$ cat src/rtl/shift_arb_pkg.sv
// Purpose: shared types and shift-type encodings for the shift unit arbiter.
// Latency: n/a (types and constants only).
// Backpressure: n/a.
// Contents: SHIFT_* type codes, shift_op_t operand bundle.
package shift_arb_pkg;

  localparam logic [1:0] SHIFT_SLL = 2'b00;
  localparam logic [1:0] SHIFT_SRL = 2'b01;
  localparam logic [1:0] SHIFT_ROL = 2'b10;
  localparam logic [1:0] SHIFT_ROR = 2'b11;

  typedef struct packed {
    logic [7:0] data;
    logic [2:0] shamt;
    logic [1:0] shift_type;
  } shift_op_t;

endpackage

$ cat src/rtl/barrel_shifter_8bit.sv
// Purpose: combinational 8-bit shifter/rotator (SLL/SRL zero-fill, ROL/ROR).
// Latency: 0 cycles, purely combinational.
// Backpressure: none.
// Ports: data/shamt/shift_type operands in, result out.
module barrel_shifter_8bit
  import shift_arb_pkg::*;
(
  input  logic [7:0] data,
  input  logic [2:0] shamt,
  input  logic [1:0] shift_type,
  output logic [7:0] result
);

  logic [3:0] inv_amt;

  // Complementary amount for rotates; at shamt=0 this is 8, which shifts an
  // 8-bit value out entirely, so the rotate collapses to the plain operand.
  assign inv_amt = 4'd8 - {1'b0, shamt};

  always_comb begin
    result = data;
    case (shift_type)
      SHIFT_SLL: result = data << shamt;
      SHIFT_SRL: result = data >> shamt;
      SHIFT_ROL: result = (data << shamt) | (data >> inv_amt);
      SHIFT_ROR: result = (data >> shamt) | (data << inv_amt);
      default:   result = data;
    endcase
  end

endmodule

$ cat src/rtl/shift_rr_arbiter.sv
// Purpose: round-robin priority picker, search starts at rr_ptr and wraps.
// Latency: 0 cycles, purely combinational.
// Backpressure: enable=0 forces an empty grant.
// Ports: req, rr_ptr, enable in; one-hot gnt, binary gnt_idx, gnt_vld out.
module shift_rr_arbiter #(
  parameter int NUM_REQ = 4,
  parameter int ID_W    = 2
) (
  input  logic [NUM_REQ-1:0] req,
  input  logic [ID_W-1:0]    rr_ptr,
  input  logic               enable,
  output logic [NUM_REQ-1:0] gnt,
  output logic [ID_W-1:0]    gnt_idx,
  output logic               gnt_vld
);

  always_comb begin
    gnt     = '0;
    gnt_idx = '0;
    gnt_vld = 1'b0;
    for (int k = 0; k < NUM_REQ; k++) begin
      int cand;
      // rr_ptr is always below NUM_REQ, so one conditional wrap suffices.
      cand = int'(rr_ptr) + k;
      if (cand >= NUM_REQ) cand = cand - NUM_REQ;
      if (enable && !gnt_vld && req[cand]) begin
        gnt[cand] = 1'b1;
        gnt_idx   = ID_W'(cand);
        gnt_vld   = 1'b1;
      end
    end
  end

endmodule

$ cat src/rtl/shift_unit_arbiter.sv
// Purpose: shares one 8-bit barrel shifter between NUM_REQ requesters, round-robin.
// Latency: 1 cycle from request accept to resp_valid; one result per cycle sustained.
// Backpressure: resp stall (resp_valid & !resp_ready) holds resp_* and drops all req_ready.
// Ports: clk, rst (sync, active-high); req_valid/req_ready/req_data/req_shamt/req_type per
//   requester; resp_valid/resp_ready/resp_data/resp_id result port.
// Option: define SHIFT_ARB_STATS_EN to add grant_count (16-bit saturating per requester).
module shift_unit_arbiter
  import shift_arb_pkg::*;
#(
  parameter int NUM_REQ = 4,
  parameter int ID_W    = 2
) (
  input  logic                 clk,
  input  logic                 rst,
  input  logic [NUM_REQ-1:0]   req_valid,
  output logic [NUM_REQ-1:0]   req_ready,
  input  logic [8*NUM_REQ-1:0] req_data,
  input  logic [3*NUM_REQ-1:0] req_shamt,
  input  logic [2*NUM_REQ-1:0] req_type,
  output logic                 resp_valid,
  input  logic                 resp_ready,
  output logic [7:0]           resp_data,
  output logic [ID_W-1:0]      resp_id
`ifdef SHIFT_ARB_STATS_EN
  ,
  output logic [16*NUM_REQ-1:0] grant_count
`endif
);

  localparam logic [ID_W-1:0] LAST_IDX = ID_W'(NUM_REQ - 1);

  logic [ID_W-1:0]    rr_ptr;
  logic               can_accept;
  logic [NUM_REQ-1:0] gnt;
  logic [ID_W-1:0]    gnt_idx;
  logic               gnt_vld;
  shift_op_t          ops [NUM_REQ];
  shift_op_t          sel_op;
  logic [7:0]         shift_result;

  // The output register frees up in the same cycle it is drained.
  assign can_accept = !resp_valid || resp_ready;

  shift_rr_arbiter #(
    .NUM_REQ(NUM_REQ),
    .ID_W   (ID_W)
  ) u_arb (
    .req    (req_valid),
    .rr_ptr (rr_ptr),
    .enable (can_accept && !rst),
    .gnt    (gnt),
    .gnt_idx(gnt_idx),
    .gnt_vld(gnt_vld)
  );

  assign req_ready = gnt;

  for (genvar gi = 0; gi < NUM_REQ; gi++) begin : g_ops
    assign ops[gi] = {req_data[8*gi +: 8], req_shamt[3*gi +: 3], req_type[2*gi +: 2]};
  end

  assign sel_op = ops[gnt_idx];

  barrel_shifter_8bit u_shift (
    .data      (sel_op.data),
    .shamt     (sel_op.shamt),
    .shift_type(sel_op.shift_type),
    .result    (shift_result)
  );

  // gnt_vld already implies req_valid & req_ready, i.e. a transfer this edge.
  always_ff @(posedge clk) begin
    if (rst) begin
      resp_valid <= 1'b0;
      resp_data  <= '0;
      resp_id    <= '0;
      rr_ptr     <= '0;
    end else if (gnt_vld) begin
      resp_valid <= 1'b1;
      resp_data  <= shift_result;
      resp_id    <= gnt_idx;
      rr_ptr     <= (gnt_idx == LAST_IDX) ? '0 : gnt_idx + 1'b1;
    end else if (resp_ready) begin
      resp_valid <= 1'b0;
    end
  end

`ifdef SHIFT_ARB_STATS_EN
  for (genvar ci = 0; ci < NUM_REQ; ci++) begin : g_stats
    logic [15:0] cnt;
    always_ff @(posedge clk) begin
      if (rst) begin
        cnt <= '0;
      end else if (gnt[ci] && (cnt != 16'hFFFF)) begin
        cnt <= cnt + 16'd1;
      end
    end
    assign grant_count[16*ci +: 16] = cnt;
  end
`endif

endmodule

$ cat config.mk
export PLATFORM = sky130hd
export DESIGN_NAME = shift_unit_arbiter
export DESIGN_NICKNAME = d
export VERILOG_FILES = /design/src/rtl/shift_arb_pkg.sv /design/src/rtl/barrel_shifter_8bit.sv /design/src/rtl/shift_rr_arbiter.sv /design/src/rtl/shift_unit_arbiter.sv
export SDC_FILE = /design/constraint.sdc
export NUM_CORES = 1
export LEC_CHECK = 0
export BUFFER_PORTS_ARGS = -buffer_cell sky130_fd_sc_hd__buf_2
export CAP_MARGIN = 20
export CORE_AREA = 2 2 88 90
export CTS_CLUSTER_SIZE = 28
export DETAILED_ROUTE_END_ITERATION = 8
export DIE_AREA = 0 0 90 92
export SLEW_MARGIN = 20
export SYNTH_ARGS = -nofsm -noshare
export SYNTH_HDL_FRONTEND = slang
export SYNTH_SLANG_ARGS = --single-unit
$ cat constraint.sdc
create_clock -name clk -period 5.85 [get_ports clk]
set_input_delay 1.17 -clock clk [delete_from_list [all_inputs] [get_ports clk]]
set_output_delay 1.17 -clock clk [all_outputs]
set_load 0.01 [all_outputs]
==> impl_metrics.env <==
export IMPL_die_height_um=92
export IMPL_core_sq_mm=0.00745
export IMPL_ys_warn_count=0
export IMPL_p_clk_frac=0.100
export IMPL_wl_um=7410
export IMPL_hold_slack_ps=453
export IMPL_seq_area_frac_synth=0.105
export IMPL_cts_sinks=13
export IMPL_start_util=0.334
export IMPL_vias=2660
export IMPL_drtPass1Iterations=4
export IMPL_synth_ff_type="dfxtp_1"
export IMPL_antenna_found_initial=0
export IMPL_placed_cell_area_sq_mm=0.00292
export IMPL_min_to="resp_id[0]"
export IMPL_grt_max_degree=18
export IMPL_post_route_period_util=0.848
export IMPL_dieArea_sq_mm=0.00828
export IMPL_drv_cap=0
export IMPL_drc=0
export IMPL_cts_buffers=3
export IMPL_internal_power_mw=0.403
export IMPL_ff2ff_setup_slack_ps=890
export IMPL_worst_setup_path_start_kind="flip-flop"
export IMPL_status="complete, no violations"
export IMPL_hp_start="resp_id[0]"
export IMPL_r2r_end="resp_data[3]"
export IMPL_crit_path_max_fanout=16
export IMPL_hpwl_um=5820
export IMPL_antenna_cells=0
export IMPL_io_buffers=73
export IMPL_reg2reg_depth=16
export IMPL_root_buffer="clkbuf_8"
export IMPL_hold_viol=0
export IMPL_synth_edff_count=0
export IMPL_sequentialPowerShare=0.150
export IMPL_crit_path_cell_trace="inv_1 > ha_1 > mux2i_1 > mux2_2 > a311oi_1 > nand3b_4 > mux2i_1 > mux2i_4 > inv_2 > ha_1 > xnor2_1 > buf_4 > nor3_2 > o22ai_1 > and3_1 > o31ai_1"
export IMPL_routedWlPerCell_um=15.7
export IMPL_fmax_mhz=202
export IMPL_worst_pin_slew_ps=769
export IMPL_p_sw_frac=0.500
export IMPL_worstSetupEndpointType="flip-flop"
export IMPL_setup_viol=0
export IMPL_post_cts_buffers=0
export IMPL_postLayoutCoreUtil=0.398
export IMPL_whs_path_depth=2
export IMPL_final_nets=439
export IMPL_synth_seq_cells=13
export IMPL_cpPeakStageDelay_ps=670
export IMPL_via_per_inst=5.62
export IMPL_power_switching_mw=0.403
export IMPL_grtUsageTotal=0.176
export IMPL_ctsHoldBuffers=0
export IMPL_clk_latency_ps=240
export IMPL_chipWidth_um=90
export IMPL_hold_class="reg2reg"
export IMPL_p_leak_nw=1.32
export IMPL_gp_congestion=0.994
export IMPL_crit_required_ps=6000
export IMPL_cts_clk_slew_worst_paths_ps=60
export IMPL_pwr_share_comb=0.750
export IMPL_r2r_start="rr_ptr[0]"
export IMPL_htreeDepth=1
export IMPL_design_area_sq_mm=0.00296
export IMPL_power_density_mw_per_mm2=272
export IMPL_worst_path_buf_inv=3
export IMPL_clock_skew_ps=1.11
export IMPL_syn_area_per_cell_sq_um=8.11
export IMPL_grt_pass1_vias=2711
export IMPL_rsz0062_at_grt="false"
export IMPL_ant_nets=0
export IMPL_syn_nets=374
export IMPL_synth_distinct_cells=63
export IMPL_cp_top_family="adder cells"
export IMPL_tns_ps=0
export IMPL_cts_resized=0
export IMPL_n_fill_cell=772
export IMPL_syn_area_sq_mm=0.00249
export IMPL_cts_buffer_depth=2
export IMPL_cts_tree="yes"
export IMPL_pin_count=74
export IMPL_grt_pass1_wl_um=12500
export IMPL_rows=32
export IMPL_syn_inst=307
export IMPL_area_delta_synth_final_pct=19.0
export IMPL_path_class="reg2reg"
export IMPL_arrival_ps=5110
export IMPL_async_reset_ff_frac=0
export IMPL_global_route_overflow_total=0
export IMPL_drtIter0Drc=181
export IMPL_slew_headroom=0.486
export IMPL_drive_above_1_share=0.323
export IMPL_slew_violations=0
export IMPL_ir_drop_v=0.0000876
export IMPL_cpMaxStageDelayCell="dfxtp_1"
export IMPL_period_minus_slack_ps=4960
## synthesized netlist by cell type, types with 4 or more instances
master     n  share of area
nand2b_1   6          0.015
o21ai_0   11          0.022
a221o_1    4          0.016
nor2_1    27          0.041
inv_1     10          0.015
dfxtp_1   13           0.10
ha_1       8          0.040
o21ai_1    8          0.016
nand3b_1   5          0.015
nand2_1   20          0.030
mux2i_1   51           0.21
nor3_1     9          0.018
a22o_1     4          0.014
nand3_1    4         0.0080
buf_2      6          0.012
clkbuf_1   7          0.011
a211oi_1   7          0.021
a21oi_1   18          0.036
buf_6      6          0.027
mux2_2    15          0.068
## how the worst max path moves through the flow
stage	from	endpoint	slack, ps	cells past startpoint
after detailed placement	rr_ptr[0]	resp_data[3]	930	16
after global placement	req_valid[3]	resp_data[3]	940	15
final	rr_ptr[0]	resp_data[3]	890	16
after CTS	rr_ptr[0]	resp_data[3]	890	16
after floorplan	req_valid[0]	resp_data[0]	1360	15
after global routing	rr_ptr[0]	resp_data[3]	480	16
## layer usage
layer  up-vias  track usage  wire length, um
li1       1287            -                -
met1      1257        0.215             3180
met2       103        0.321             3750
met3        13       0.0271              368
met4         0       0.0487              118
met5         -            0                0
## power by group through the flow
stage	Sequential, mW	Clock, mW	Combinational, mW
CTS	0.122	0.0825	0.593
global route	0.124	0.0867	0.654
global placement	0.122	0	0.600
finish	0.121	0.0807	0.604
detailed placement	0.123	0	0.591
floorplan	0.126	0	0.451
## metrics by stage
step	total power [mW]	instances	setup WS [ps]
2_1_floorplan	0.576	307	1360
3_3_place_gp	0.723	469	944
3_5_place_dp	0.714	469	935
4_1_cts	0.798	473	888
5_1_grt	0.865	473	477
6_report	0.806	473	891
## tightest hold or removal path: cells and delay by family (launching register included)
kind	cells	cell delay (ps)
and+or+nand+nor	1	50
DFF	1	300
AOI/OAI and AO/OA	1	50
## cells by family (layout without fill, tap and decap cells)
kind of cell	count (synthesis)	in the layout	synth area share
AND/OR/NAND/NOR	89	89	0.191
buffers and inverters	35	99	0.0784
flip-flops	13	13	0.105
AO/OA/AOI/OAI	86	86	0.246
adder cells (fa/ha/maj)	8	8	0.0402
XOR/XNOR	3	3	0.0181
multiplexers	73	73	0.322
## registers in the layout (all words and copies together) (netlist names)
name / count
resp_data: 8
resp_id: 2
resp_valid: 1
rr_ptr: 2
## cell usage in the layout, fill, tap and decap left out, drive strengths merged, types with 6 or more instances in the layout
cell,count
nor2,27
o21ai,19
nand3b,6
a21oi,19
nor3,10
buf,82
nand2,20
mux2,17
mux2i,55
a211oi,7
nand2b,6
dfxtp,13
ha,8
inv,12
## area by class of cell
class	count	area, sq um	area share
multi-input combinational	259	2050	0.691
timing repair buffer	82	433	0.146
sequential	13	260	0.0878
tap	102	128	0.0431
inverter	13	48.8	0.0165
clock buffer	4	45.0	0.0152
(Power assumes the default switching activity.)
